### src/rtl/fifo_traffic_engine.sv
// Driver-side FIFO traffic engine: pushes a pattern stream into a FIFO, pops it back
// and counts words whose read data differs from the regenerated pattern.
module fifo_traffic_engine #(
    parameter int              DW     = 8,
    parameter int              RD_LAT = 1,
    parameter logic [DW-1:0]   SEED   = {{(DW-1){1'b0}}, 1'b1},
    parameter int              CW     = 16
) (
    input  logic          clk,
    input  logic          rst,
    input  logic          start,
    input  logic [CW-1:0] num_words,
    input  logic          mode,
    input  logic [1:0]    rd_gap,
    output logic          push,
    input  logic          full,
    output logic [DW-1:0] data_in,
    output logic          pop,
    input  logic          empty,
    input  logic [DW-1:0] data_out,
    output logic          busy,
    output logic          done,
    output logic [CW-1:0] err_cnt,
    output logic [CW-1:0] wr_cnt,
    output logic [CW-1:0] rd_cnt
);

    typedef enum logic [1:0] {IDLE, RUN, DRAIN, DONE} state_t;

    // Galois right-shift toggle masks for maximal-length sequences.
    function automatic logic [31:0] lfsr_taps32(input int w);
        case (w)
            3:       return 32'h0000_0006;
            4:       return 32'h0000_000C;
            5:       return 32'h0000_0014;
            6:       return 32'h0000_0030;
            7:       return 32'h0000_0060;
            9:       return 32'h0000_0110;
            10:      return 32'h0000_0240;
            11:      return 32'h0000_0500;
            12:      return 32'h0000_0E08;
            13:      return 32'h0000_1C80;
            14:      return 32'h0000_3802;
            15:      return 32'h0000_6000;
            16:      return 32'h0000_B400;
            default: return 32'h0000_00B8;
        endcase
    endfunction

    localparam logic [31:0]   TAPS32    = lfsr_taps32(DW);
    localparam logic [DW-1:0] LFSR_TAPS = TAPS32[DW-1:0];

    function automatic logic [DW-1:0] next_pat(input logic m, input logic [DW-1:0] cur);
        if (m)
            return (cur >> 1) ^ (cur[0] ? LFSR_TAPS : '0);
        return cur + DW'(1);
    endfunction

    state_t        state_q;
    logic [CW-1:0] num_q;
    logic          mode_q;
    logic [1:0]    gap_q;
    logic [1:0]    gap_cnt_q;
    logic [CW-1:0] wr_cnt_q;
    logic [CW-1:0] rd_cnt_q;
    logic [CW-1:0] err_cnt_q;
    logic [DW-1:0] wr_gen_q;
    logic [DW-1:0] rd_gen_q;
    logic [DW-1:0] wr_gen_d;
    logic [DW-1:0] rd_gen_d;

    logic          cmp_vld;
    logic [DW-1:0] cmp_exp;
    logic          cmp_err;
    logic          pipe_busy;

    assign wr_gen_d = next_pat(mode_q, wr_gen_q);
    assign rd_gen_d = next_pat(mode_q, rd_gen_q);

    assign push    = (state_q == RUN) && (wr_cnt_q < num_q) && !full;
    assign pop     = (state_q == RUN) && (rd_cnt_q < num_q) && !empty && (gap_cnt_q == 2'd0);
    assign data_in = (state_q == RUN) ? wr_gen_q : '0;
    assign busy    = (state_q == RUN) || (state_q == DRAIN);
    assign done    = (state_q == DONE);
    assign err_cnt = err_cnt_q;
    assign wr_cnt  = wr_cnt_q;
    assign rd_cnt  = rd_cnt_q;

    assign cmp_err = cmp_vld && (data_out != cmp_exp);

    always_ff @(posedge clk or posedge rst) begin
        if (rst) begin
            state_q   <= IDLE;
            num_q     <= '0;
            mode_q    <= 1'b0;
            gap_q     <= 2'd0;
            gap_cnt_q <= 2'd0;
            wr_cnt_q  <= '0;
            rd_cnt_q  <= '0;
            err_cnt_q <= '0;
            wr_gen_q  <= SEED;
            rd_gen_q  <= SEED;
        end else begin
            case (state_q)
                IDLE: begin
                    if (start) begin
                        num_q     <= num_words;
                        mode_q    <= mode;
                        gap_q     <= rd_gap;
                        gap_cnt_q <= 2'd0;
                        wr_cnt_q  <= '0;
                        rd_cnt_q  <= '0;
                        err_cnt_q <= '0;
                        wr_gen_q  <= SEED;
                        rd_gen_q  <= SEED;
                        state_q   <= (num_words == '0) ? DONE : RUN;
                    end
                end
                RUN: begin
                    if (push) begin
                        wr_cnt_q <= wr_cnt_q + CW'(1);
                        wr_gen_q <= wr_gen_d;
                    end
                    if (pop) begin
                        rd_cnt_q  <= rd_cnt_q + CW'(1);
                        gap_cnt_q <= gap_q;
                        rd_gen_q  <= rd_gen_d;
                    end else if (gap_cnt_q != 2'd0) begin
                        gap_cnt_q <= gap_cnt_q - 2'd1;
                    end
                    if (rd_cnt_q == num_q)
                        state_q <= DRAIN;
                end
                DRAIN: begin
                    if (!pipe_busy)
                        state_q <= DONE;
                end
                default: state_q <= IDLE;
            endcase
            // Compares only occur in RUN/DRAIN, so this never races the clear on start.
            if (cmp_err && (err_cnt_q != '1))
                err_cnt_q <= err_cnt_q + CW'(1);
        end
    end

    // Expected-value pipeline aligned with the FIFO read latency.
    if (RD_LAT == 0) begin : g_lat0
        assign cmp_vld   = pop;
        assign cmp_exp   = rd_gen_q;
        assign pipe_busy = 1'b0;
    end else begin : g_pipe
        logic [DW-1:0]     exp_q [RD_LAT];
        logic [RD_LAT-1:0] vld_q;

        always_ff @(posedge clk or posedge rst) begin
            if (rst) begin
                vld_q <= '0;
                for (int i = 0; i < RD_LAT; i++)
                    exp_q[i] <= '0;
            end else begin
                vld_q[0] <= pop;
                exp_q[0] <= rd_gen_q;
                for (int i = 1; i < RD_LAT; i++) begin
                    vld_q[i] <= vld_q[i-1];
                    exp_q[i] <= exp_q[i-1];
                end
            end
        end

        assign cmp_vld   = vld_q[RD_LAT-1];
        assign cmp_exp   = exp_q[RD_LAT-1];
        assign pipe_busy = |vld_q;
    end

endmodule

### config.mk
export PLATFORM = sky130hd
export DESIGN_NAME = fifo_traffic_engine
export DESIGN_NICKNAME = d
export VERILOG_FILES = /design/src/rtl/fifo_traffic_engine.sv
export SDC_FILE = /design/constraint.sdc
export NUM_CORES = 1
export LEC_CHECK = 0
export CORE_ASPECT_RATIO = 1.25
export CORE_MARGIN = 10
export CORE_UTILIZATION = 40
export DETAILED_ROUTE_END_ITERATION = 6
export DONT_BUFFER_PORTS = 1
export PLACE_DENSITY_LB_ADDON = 0.1
export SYNTH_ARGS = -nofsm -noshare
export SYNTH_HDL_FRONTEND = slang
export SYNTH_SLANG_ARGS = --single-unit
### constraint.sdc
create_clock -name clk -period 5.1 [get_ports clk]
set_input_delay 0 -clock clk [delete_from_list [all_inputs] [get_ports clk]]
set_output_delay 0 -clock clk [all_outputs]
set_load 0.1 [all_outputs]
* Yosys cells after proc, flatten, opt, wreduce, memory -nomap -nowiden
Index checks and enable logic that the tools add are counted.
Storage, ports and cells: output and inout port bits 60, flip-flop bits (word level) 96, input bits 32, word-level logic and storage cells 86
Cells by class: bitwise gates (word level) 2, $add $sub $neg 6, reductions and logical operators 23, order comparisons 2, eq/ne operators 12, multiplexer cells 29
Operator list (count):
- 16-bit two-way mux | 5
- 8-bit two-way mux | 10
- 16-bit case mux with 2 select lines | 2
- 16-bit by 1-bit adder with 16-bit output, second input constant | 3
- 16-bit less-than comparator | 2
- 8-bit case mux with 2 select lines | 2
- 8-bit by 1-bit adder with 8-bit output, second input constant | 2
- 16-bit == test | 1
- 16-bit zero test | 1
- 16-bit != test, second input constant | 1
- 7-bit by 8-bit XOR with 8-bit output | 2
- 2-bit two-way mux | 7
- 3-bit AND reduction | 4
- 2-bit != test, second input constant | 4
- 8-bit != test | 1
- 2-bit nonzero test | 4
- 1-bit logical AND | 7
- 2-bit case mux with 3 select lines | 1
- 2-bit == test, second input constant | 2
- 2-bit zero test | 2
- 2-bit case mux with 2 select lines | 1
- 2-bit AND reduction | 2
- 3-bit by 2-bit != test with 1-bit output, second input constant | 1
- 2-bit by 1-bit == test with 1-bit output, second input constant | 1
- other kinds (5) | 6

* Logic depth before layout (Yosys ltp)
Gate-level depths: netlist of the first run.
word-level depth 6, depth in mapped cells 11

* Worst setup path before layout of the first run
OpenSTA, ideal clock, no wires.
kind flip-flop to flip-flop, start register rd_cnt_q[1], in the netlist rd_cnt[1], end register gap_cnt_q[1], period minus slack after synthesis 3851 ps, arrival 3767 ps, data required time 5016 ps, path slack 1249 ps, buffers on the path 0, cell stages (with the launch flop) 9, cell sequence dfrtp_1 ha_1 nor2b_1 o211a_1 o21ai_1 nand3_1 nor2_1 a21oi_1 o22ai_1
Between the ends: word-level cells in the longest chain between the ends 6
RTL lines:
- start, declared | line 65 | logic [CW-1:0] rd_cnt_q;
- start signal, assigned | line 125 | rd_cnt_q <= rd_cnt_q + CW'(1);
- 16-bit less-than comparator (*) | line 81 | assign pop = (state_q == RUN) && (rd_cnt_q < num_q) && !empty && (gap_cnt_q == 2'd0);
- 1-bit logical AND (*) (3 in a row) | line 81
- via pop | line 18 | output logic pop,
- 3-bit by 2-bit != test with 1-bit output (no source line) or 2-bit two-way mux (tied branches)
- 3-bit AND reduction (no source line) or 2-bit case mux with 2 select lines (tied branches)
- end signal, assigned | line 126 | gap_cnt_q <= gap_q;
- end signal, assigned | line 129 | gap_cnt_q <= gap_cnt_q - 2'd1;
- end, declared | line 63 | logic [1:0] gap_cnt_q;
The timed path passes the listed nets; every way through them passes the cells marked *. A chain may end at the register's enable or synchronous reset.

* Worst setup path after layout of the first run
start register wr_cnt_q[15], in the netlist wr_cnt[15], end register wr_cnt_q[15], in the netlist wr_cnt[15]
Between the ends: word-level cells in the longest chain between the ends 5
RTL lines:
- start, declared | line 64 | logic [CW-1:0] wr_cnt_q;
- start signal, assigned | line 121 | wr_cnt_q <= wr_cnt_q + CW'(1);
- 16-bit less-than comparator | line 80 | assign push = (state_q == RUN) && (wr_cnt_q < num_q) && !full;
- 1-bit logical AND (2 in a row) | line 80
- 2-bit != test (no source line)
- 3-bit AND reduction (no source line)
Parallel ways exist; a longest one is shown, timed or not. The select of a mux whose other input is x is not followed.

==> results of run 1 <==
[cell families after synthesis]
group,share of synthesized area
XOR/XNOR,0.04642
multiplexers,0.05241
AND/OR/NAND/NOR,0.2098
buffers and inverters,0.04449
adder cells (fa/ha/maj),0.08984
flip-flops,0.4111
AO/OA/AOI/OAI,0.1459
[metrics by stage]
step / util / worst slack, ns / std cells / power, mW / hold WS (ns)
floorplan: - / 1.249 / 638 / 0.7917 / 0.1506
global placement: 0.4331 / 1.459 / 821 / 0.7982 / -0.09291
detailed placement: 0.4331 / 1.366 / 821 / 0.7987 / -0.08655
CTS: 0.4704 / 1.344 / 859 / 1.535 / 0.09452
global route: 0.4704 / 0.9942 / 859 / 1.562 / 0.1152
finish: 0.4704 / 1.352 / 859 / 1.517 / 0.09237
[worst max-delay path: cells and delay by family (launching register included)]
family	cells	cell delay (ns)
compound gates	3	0.61
fa+ha+maj	1	0.40
flops	1	0.98
simple gates	4	1.68
[layer usage]
| layer | up-vias | global-route usage | share of wire |
|---|---|---|---|
| li1 | 2357 | - | - |
| met1 | 2389 | 0.1999 | 0.41 |
| met2 | 113 | 0.2750 | 0.50 |
| met3 | 18 | 0.03774 | 0.064 |
| met4 | 0 | 0.06821 | 0.025 |
| met5 | - | 0 | 0 |
[area by class of cell]
| cell class | count | area share |
|---|---|---|
| multi-input cells | 478 | 0.4726 |
| inverters | 33 | 0.01872 |
| clock inverters | 5 | 0.009270 |
| well taps | 178 | 0.03300 |
| repair buffers | 58 | 0.07267 |
| flip-flops and latches | 96 | 0.3563 |
| clock buffers | 11 | 0.03745 |
[cells in the final DEF (no fill, tap or decap), types with 6 or more instances in the layout]
cell	n
a211oi_1	9
a21oi_1	37
a31oi_1	7
and2_1	13
and3_1	10
buf_4	36
clkbuf_16	9
dfrtp_1	94
dlygate4sd3_1	22
ha_1	42
inv_1	32
mux2_2	21
mux2i_1	7
nand2_1	57
nand2b_1	8
nand3_1	43
nand4_1	14
nor2_1	40
nor3_1	9
o211ai_1	7
o21ai_0	49
o21ai_1	6
o31ai_1	8
or3_1	6
xnor2_1	21
xor2_1	10
[how the worst max path moves through the flow]
stage / start / endpoint / slack [ns] / cells after the start
after detailed placement: wr_cnt[15] / wr_cnt[15] / 1.37 / 8
after CTS: wr_cnt[15] / wr_cnt[15] / 1.34 / 8
after global routing: rd_cnt[11] / rd_cnt[9] / 0.99 / 8
final: wr_cnt[15] / wr_cnt[15] / 1.35 / 8
after floorplan: rd_cnt[1] / gap_cnt_q[1] / 1.25 / 8
after global placement: wr_cnt[15] / wr_cnt[15] / 1.46 / 8
[sequential cells by signal, summed over array words and instances (netlist names)]
name and flops:
rd_gen_q 8, wr_cnt 16, state_q 2, gap_cnt_q 2, cmp_vld 1, err_cnt 16, wr_gen_q 8, num_q 16
rd_cnt 16, cmp_exp 8, mode_q 1, gap_q 2
[report_power, final]
part	internal, mW	total (mW)	switching [mW]
sequential	0.761	0.761	0
clock	0.410	0.719	0.309
combinational	0.0155	0.0372	0.0217
total	1.19	1.52	0.331
==> run_results.csv, run 1 <==
group,metric,value,unit
synthesis,synth_commonest_cells,"94 x dfrtp_1, 57 x nand2_1, 49 x o21ai_0, 43 x nand3_1",
layout,antenna_cells,0,
layout,multi_input_area,3189,sq um
synthesis,synth_cell_types,61,
timing,period_share,0.7349,
synthesis,async_flop_share,1.000,
synthesis,yosys_most_used_dff,"dfrtp_1",
placed_design,io_buffers,0,
detailed_routing,drt-pass1-iter-count,5,
synthesis,synth_edf_count,0,
floorplanning,die_y,155.2,microns
detailed_routing,routedWlPerCell,18.91,microns
timing,hold_violations,0,
synthesis,synth-seq-area-share,0.4111,
layout,nNetsFinal,750,
clock_tree,postCtsSetupRepairBufs,0,
clock_tree,cts.reportedPaths.clkPinSlew,0.07,ns
timing,fin_skew,0.01028,ns
synthesis,synth_area_leaders,"dfrtp_1 40%, ha_1 9.0%, o21ai_0 4.2%, mux2_2 4.0%, nand3_1 3.7%",
clock_tree,cts_resized,0,
setup_path,crit_chain,"ha_1 -> a211oi_1 -> o211ai_1 -> nor3_1 -> nand3_1 -> and2_1 -> or4_1 -> a21oi_1",
setup_path,rr_worst_depth,8,
setup_path,worstSetupPathType,"reg -> reg",
placed_design,postPlaceCellArea,6213,sq um
synthesis,avgSynthCellArea,9.168,sq um
placed_design,place.gp.congestion,0.8129,
floorplanning,dieArea,19890,sq um
layout,final_cell_area,6749,sq um
synthesis,synth_top_area_frac,0.4021,
detailed_routing,via_count,4877,
timing,timing.fmax,266.8,MHz
layout,register_area,2405,sq um
power,power_leakage,3.002,nW
synthesis,syn_nets,712,
worst_hold_path,worstHoldStart,"num_words[1]",
synthesis,ys_ff_latch,96,
synthesis,synth_area,5849,sq um
global_routing,globalRouteTotalUtil,0.1651,
setup_path,crit_slowest_cell,"dfrtp_1",
clock_tree,cts_root_buf,"clkbuf_16",
timing,max_slew.worst_pin.slew,1.162,ns
global_routing,grt_pass1_wl,26120,microns
setup_path,crit_arrival,4.04,ns
worst_hold_path,min_to,"state_q[1]",
timing,rsz0062_at_grt,"false",
global_routing,antenna_found_initial,0,
global_routing,grt_max_degree,64,
setup_path,worst_r2r_endpoint,"wr_cnt[15]",
timing,min_period,3.748,ns
setup_path,end_kind,"flip-flop",
clock_tree,cts_buffer_depth,2,
layout,syn_to_final_growth,15.38,%
layout,layout-drive-gt1-share,0.1307,
clock_tree,numCtsBuffers,9,
timing,setup_viol,0,
clock_tree,cts_tree,"yes",
power,peakVddDrop,0.1315,mV
timing,slew_headroom,0.2250,
detailed_routing,drtIter0Drc,327,
floorplanning,num_rows,49,
floorplanning,initial_core_util,0.4077,
floorplanning,ios,92,
synthesis,post-synth-top-count-cell,"dfrtp_1",
worst_hold_path,hold_path_class,"in -> reg",
clock_tree,hold_buffers,22,
flow_run,cap_violations,0,
setup_path,critical_path_required,5.39,ns
timing,slew_violations,0,
detailed_routing,drt_wl_total,16250,microns
clock_tree,clock_sinks,96,
global_routing,grt_pass1_vias,4796,
detailed_routing,via_per_inst,5.678,
layout,fill_cells,1382,
setup_path,rrSetupSlack,1.35,ns
worst_hold_path,hold_depth,5,
setup_path,r2r-start,"wr_cnt[15]",
setup_path,cp_slowest_stage_delay,0.98,ns
synthesis,synthCells,638,
detailed_routing,drc,0,
synthesis,synth_top_area_cell,"dfrtp_1",
global_routing,grt-ovfl-total,0,
floorplanning,die_w,128.2,microns
timing,timing.setup.tns,0,ns
floorplanning,core,14350,sq um
power,powerDensity,224.8,nW/um^2
run_status,status,"complete, no violations",
synthesis,yosysWarningCount,0,
setup_path,path_max_fanout,22,
placed_design,dp_hpwl,12170,microns
clock_tree,cts_max_level,3,
clock_tree,clk-insertion-delay-late,0.36,ns
setup_path,cp-start-kind,"flip-flop",
detailed_routing,ant_nets,0,
No activity file was read; power rests on OpenSTA's default activity.
==> run 2, diff against run 1 <==
- clock period: 5.1 -> 3.6 ns (I/O delays scaled with it)
==> run_results.csv, run 2 (same netlist as run 1, synthesis figures left out) <==
group,metric,value,unit
global_routing,grt-ovfl-total,0,
power,power_frac_comb,0.023,
detailed_routing,drtIter0Drc,368,
clock_tree,cts_max_level,3,
layout,fin_util,0.4847,
clock_tree,clk-insertion-delay-late,0.36,ns
worst_hold_path,worstHoldStart,"empty",
floorplanning,num_rows,49,
worst_hold_path,hold_path_class,"in -> reg",
layout,final_common_cell,"dfrtp_1",
global_routing,grt.busiest_layer,"met2",
setup_path,r2r-start,"state_q[0]",
setup_path,rrSetupSlack,0.58,ns
clock_tree,cts_tree,"yes",
setup_path,end_kind,"flip-flop",
timing,hold_violations,0,
setup_path,cp_slowest_stage_delay,0.59,ns
layout,syn_to_final_growth,18.87,%
floorplanning,initial_core_util,0.4077,
timing,max_slew.worst_pin.slew,1.008,ns
global_routing,use_met2,0.2752,
setup_path,crit_start,"state_q[0]",
detailed_routing,drt-pass1-iter-count,5,
global_routing,grt_max_degree,76,
power,netSwitchingPower,0.4509,mW
setup_path,path_max_fanout,22,
setup_path,crit_slowest_cell,"or4_1",
setup_path,crit_chain,"inv_1 -> ha_1 -> nand2_1 -> nor2_2 -> a31oi_1 -> buf_4 -> and2_1 -> or4_1 -> a21oi_1",
setup_path,cp-start-kind,"flip-flop",
detailed_routing,ant_nets,0,
layout,nNetsFinal,777,
placed_design,preCtsSetupSlack,0.2744,ns
power,p_seq_frac,0.495,
floorplanning,ios,92,
power,clkPwrFrac,0.481,
floorplanning,die_w,128.2,microns
flow_run,cap_violations,0,
setup_path,rr_worst_depth,9,
layout,most-common-layout-cells,"94 x dfrtp_1, 64 x buf_4, 57 x nand2_1",
power,p_int,1.726,mW
floorplanning,die_y,155.2,microns
floorplanning,dieArea,19890,sq um
power,power_leakage,3.149,nW
placed_design,dp_hpwl,12870,microns
timing,slew_violations,0,
timing,period_share,0.8380,
floorplanning,core,14350,sq um
timing,fin_skew,0.01072,ns
global_routing,globalRouteTotalUtil,0.1734,
detailed_routing,routedWlPerCell,19.29,microns
clock_tree,numCtsBuffers,9,
timing,timing.fmax,331.5,MHz
setup_path,worst_r2r_endpoint,"wr_cnt[15]",
clock_tree,cts.reportedPaths.clkPinSlew,0.07,ns
detailed_routing,via_count,5024,
placed_design,io_buffers,0,
run_status,status,"complete, no violations",
clock_tree,clock_sinks,96,
layout,antenna_cells,0,
power,switching_share,0.2071,
timing,timing.setup.tns,0,ns
global_routing,grt_pass1_vias,5029,
detailed_routing,drt_wl_total,17090,microns
layout,layout-drive-gt1-share,0.1638,
global_routing,antenna_found_initial,0,
timing,rsz0062_at_grt,"false",
global_routing,use_met1,0.2128,
power,peakVddDrop,0.2734,mV
clock_tree,cts_buffer_depth,2,
timing,setup_slack,0.5832,ns
clock_tree,cts_root_buf,"clkbuf_16",
clock_tree,postCtsSetupRepairBufs,0,
global_routing,grt_use_met3,0.04964,
setup_path,critical_path_required,3.88,ns
detailed_routing,via_per_inst,5.670,
detailed_routing,drc,0,
timing,min_period,3.017,ns
power,powerDensity,313.1,nW/um^2
timing,slew_headroom,0.3297,
setup_path,crit_path_end,"wr_cnt[15]",
placed_design,place.gp.congestion,0.8595,
timing,setup_viol,0,
setup_path,worstSetupPathType,"reg -> reg",
global_routing,grt_pass1_wl,27480,microns
setup_path,crit_arrival,3.30,ns
## run 2: how the worst min path moves through the flow
stage | slack, ns | cells past startpoint | endpoint
finish | 0.04 | 5 | rd_cnt[2]
global route | 0.06 | 3 | wr_cnt[0]
CTS | 0.02 | 5 | state_q[1]
detailed placement | 0.15 | 1 | num_q[10]
global placement | 0.15 | 1 | num_q[12]
floorplan | 0.15 | 1 | num_q[5]
## run 2: metal layers
metal,part of all wire,vias up
li1,-,2412
met5,0,-
met3,0.063,32
met1,0.42,2465
met2,0.48,115
met4,0.031,0
## run 2: through the flow
step / instances / power (mW) / hold WS, ns / instance area [sq um]
after global placement: 849 / 1.131 / 0.1511 / 6424
after global routing: 886 / 2.241 / 0.06086 / 6953
after detailed placement: 849 / 1.131 / 0.1543 / 6424
after floorplan: 638 / 1.122 / 0.1506 / 5852
after CTS: 886 / 2.196 / 0.02163 / 6950
final: 886 / 2.177 / 0.04005 / 6953
## run 2: layout make-up
| type | instances | area (sq um) |
|---|---|---|
| Sequential cell | 96 | 2405 |
| Fill cell | 1349 | 7393 |
| Multi-Input combinational cell | 478 | 3192 |
| Inverter | 33 | 126.4 |
| Clock inverter | 4 | 70.07 |
| Clock buffer | 12 | 246.5 |
| Tap cell | 178 | 222.7 |
| Timing Repair Buffer | 85 | 690.7 |
## run 2: repair_timing
action | in CTS | in global routing
hold buffers | 21 | 0
endpoints found under the hold margin | 94 | 0
endpoints found under the setup margin | 0 | 2
resized for setup | 0 | 1
## run 2: worst max-delay path, delay by kind of cell, from the launching register on
kind	cells	cell delay (ns)
simple gates	4	1.67
flops	1	0.42
compound gates	2	0.24
fa+ha+maj	1	0.28
buf+inv	2	0.33
## run 2: power groups by stage
stage	Sequential (mW)	Clock (mW)	Combinational [mW]
after floorplan	1.10	0	0.0227
after global placement	1.10	0	0.0318
after detailed placement	1.10	0	0.0322
after CTS	1.08	1.07	0.0528
after global routing	1.08	1.11	0.0568
final	1.08	1.05	0.0508
==> run 3, diff against run 2 <==
- clock period: 3.6 -> 3.1 ns (I/O delays scaled with it)
==> run_results.csv, run 3 (same netlist as run 1, synthesis figures left out) <==
group,metric,value,unit
layout,most-common-layout-cells,"94 x dfrtp_1, 72 x buf_4, 57 x nand2_1",
global_routing,use_met2,0.2852,
timing,setup_viol,0,
setup_path,path_max_fanout,14,
timing,max_slew.worst_pin.slew,0.9718,ns
detailed_routing,drtIter0Drc,236,
setup_path,crit_chain,"inv_1 -> ha_1 -> o21ai_0 -> o21ai_2 -> a2111oi_4 -> nand3_2 -> buf_4 -> or3_1 -> a21oi_1 -> mux2i_1",
clock_tree,cts.reportedPaths.clkPinSlew,0.07,ns
setup_path,rr_worst_depth,10,
timing,timing.fmax,381.9,MHz
global_routing,grt_max_degree,73,
layout,fin_util,0.4901,
timing,fin_skew,0.007312,ns
setup_path,crit_slowest_cell,"a2111oi_4",
timing,min_period,2.618,ns
worst_hold_path,hold_depth,5,
clock_tree,cts_max_level,3,
run_status,status,"complete, no violations",
detailed_routing,drt_wl_total,17320,microns
layout,layout-drive-gt1-share,0.1757,
layout,multi_input_area,3196,sq um
detailed_routing,via_per_inst,5.553,
worst_hold_path,hold_path_class,"in -> reg",
layout,register_area,2405,sq um
power,powerDensity,360.4,nW/um^2
setup_path,worst_r2r_endpoint,"rd_cnt[6]",
setup_path,rrSetupSlack,0.48,ns
floorplanning,ios,92,
setup_path,r2r-start,"num_q[14]",
setup_path,end_kind,"flip-flop",
clock_tree,numCtsBuffers,9,
setup_path,crit_buf_inv,2,
clock_tree,clk-insertion-delay-late,0.35,ns
timing,rsz0062_at_grt,"false",
flow_run,cap_violations,0,
floorplanning,core,14350,sq um
clock_tree,cts_tree,"yes",
layout,final_common_cell,"dfrtp_1",
power,power_leakage,3.193,nW
global_routing,use_met1,0.2210,
setup_path,critical_path_required,3.34,ns
layout,antenna_cells,0,
clock_tree,cts_root_buf,"clkbuf_16",
setup_path,cp_top_family,"compound AO/OA/AOI/OAI gates",
floorplanning,initial_core_util,0.4077,
worst_hold_path,min_to,"state_q[1]",
detailed_routing,drt-pass1-iter-count,4,
timing,period_share,0.8446,
global_routing,grt-ovfl-total,0,
global_routing,grt_pass1_vias,4999,
detailed_routing,ant_nets,0,
global_routing,grt.busiest_layer,"met2",
clock_tree,cts_buffer_depth,2,
floorplanning,die_y,155.2,microns
clock_tree,clock_sinks,96,
detailed_routing,drc,0,
placed_design,io_buffers,0,
floorplanning,dieArea,19890,sq um
global_routing,grt_use_met3,0.04896,
placed_design,dp_hpwl,13070,microns
layout,fill_cells,1375,
setup_path,cp-start-kind,"flip-flop",
floorplanning,die_w,128.2,microns
timing,slew_headroom,0.3537,
detailed_routing,via_count,4970,
setup_path,cp_slowest_stage_delay,0.41,ns
detailed_routing,routedWlPerCell,19.35,microns
layout,nNetsFinal,786,
setup_path,worstSetupPathType,"reg -> reg",
layout,syn_to_final_growth,20.21,%
timing,slew_violations,0,
placed_design,place.gp.congestion,0.8271,
global_routing,grt_pass1_wl,27720,microns
global_routing,antenna_found_initial,0,
worst_hold_path,worstHoldStart,"num_words[1]",
timing,hold_violations,0,
power,peakVddDrop,0.2034,mV
timing,timing.setup.tns,0,ns
floorplanning,num_rows,49,
setup_path,crit_arrival,2.86,ns
global_routing,globalRouteTotalUtil,0.1751,
run 3: cell count changes in the layout (fill, tap and decap cells not counted), sizes merged:
cell / change
buf: +8
clkinvlp: +1
clkinv: +1
dlygate4sd3: +1
clkbuf: -2
run 3: timing repair:
item                       CTS  global route
hold endpoints to repair    93             0
hold buffers                22             0
setup endpoints to repair    0             1
resized for setup            0             1
buffers inserted             0             0
run 3: worst max-delay path by stage:
stage                          start         to  slack [ns]  cells after the start
after floorplan           rd_cnt[13]  rd_cnt[3]        0.03                      9
after global placement    state_q[0]  rd_cnt[9]        0.39                      8
after detailed placement  state_q[0]  rd_cnt[9]        0.30                      8
after CTS                 state_q[0]  rd_cnt[9]        0.29                      8
after global routing      state_q[0]  wr_cnt[9]        0.24                      9
final                      num_q[14]  rd_cnt[6]        0.48                     10
run 3: power breakdown:
part	leakage [nW]	internal (mW)	switching, mW	total (mW)
sequential	1.29	1.25	0	1.25
clock	0.158	0.725	0.496	1.22
combinational	1.75	0.0262	0.0351	0.0613
run 3: stage by stage:
| stage | worst slack, ns | instances | instance area [sq um] | power, mW | hold WS [ns] |
|---|---|---|---|---|---|
| 2_1_floorplan | 0.03108 | 638 | 5859 | 1.303 | 0.1506 |
| 3_3_place_gp | 0.3877 | 857 | 6489 | 1.314 | 0.1514 |
| 3_5_place_dp | 0.3003 | 857 | 6489 | 1.315 | 0.1448 |
| 4_1_cts | 0.2858 | 895 | 7030 | 2.565 | 0.01647 |
| 5_1_grt | 0.2437 | 895 | 7032 | 2.612 | 0.07108 |
| 6_report | 0.4818 | 895 | 7032 | 2.534 | 0.03360 |
run 3: layout make-up:
class                      count  area share
sequential                    96      0.3420
timing repair buffer          94      0.1082
clock buffer                  10     0.03399
multi-input combinational    478      0.4544
clock inverter                 6     0.01174
inverter                      33     0.01797
tap                          178     0.03167
run 3: metal layers:
layer | wire length, microns | vias to the layer above
li1 | - | 2427
met1 | 7300 | 2417
met2 | 8583 | 113
met3 | 1203 | 13
met4 | 231 | 0
met5 | 0 | -
run 3: worst reg2reg max path, stage by stage, from the launching register on:
cell,delay (ns)
dfrtp_1,0.38
inv_1,0.10
ha_1,0.26
o21ai_0,0.25
o21ai_2,0.12
a2111oi_4,0.41
nand3_2,0.11
buf_4,0.20
or3_1,0.40
a21oi_1,0.16
mux2i_1,0.09
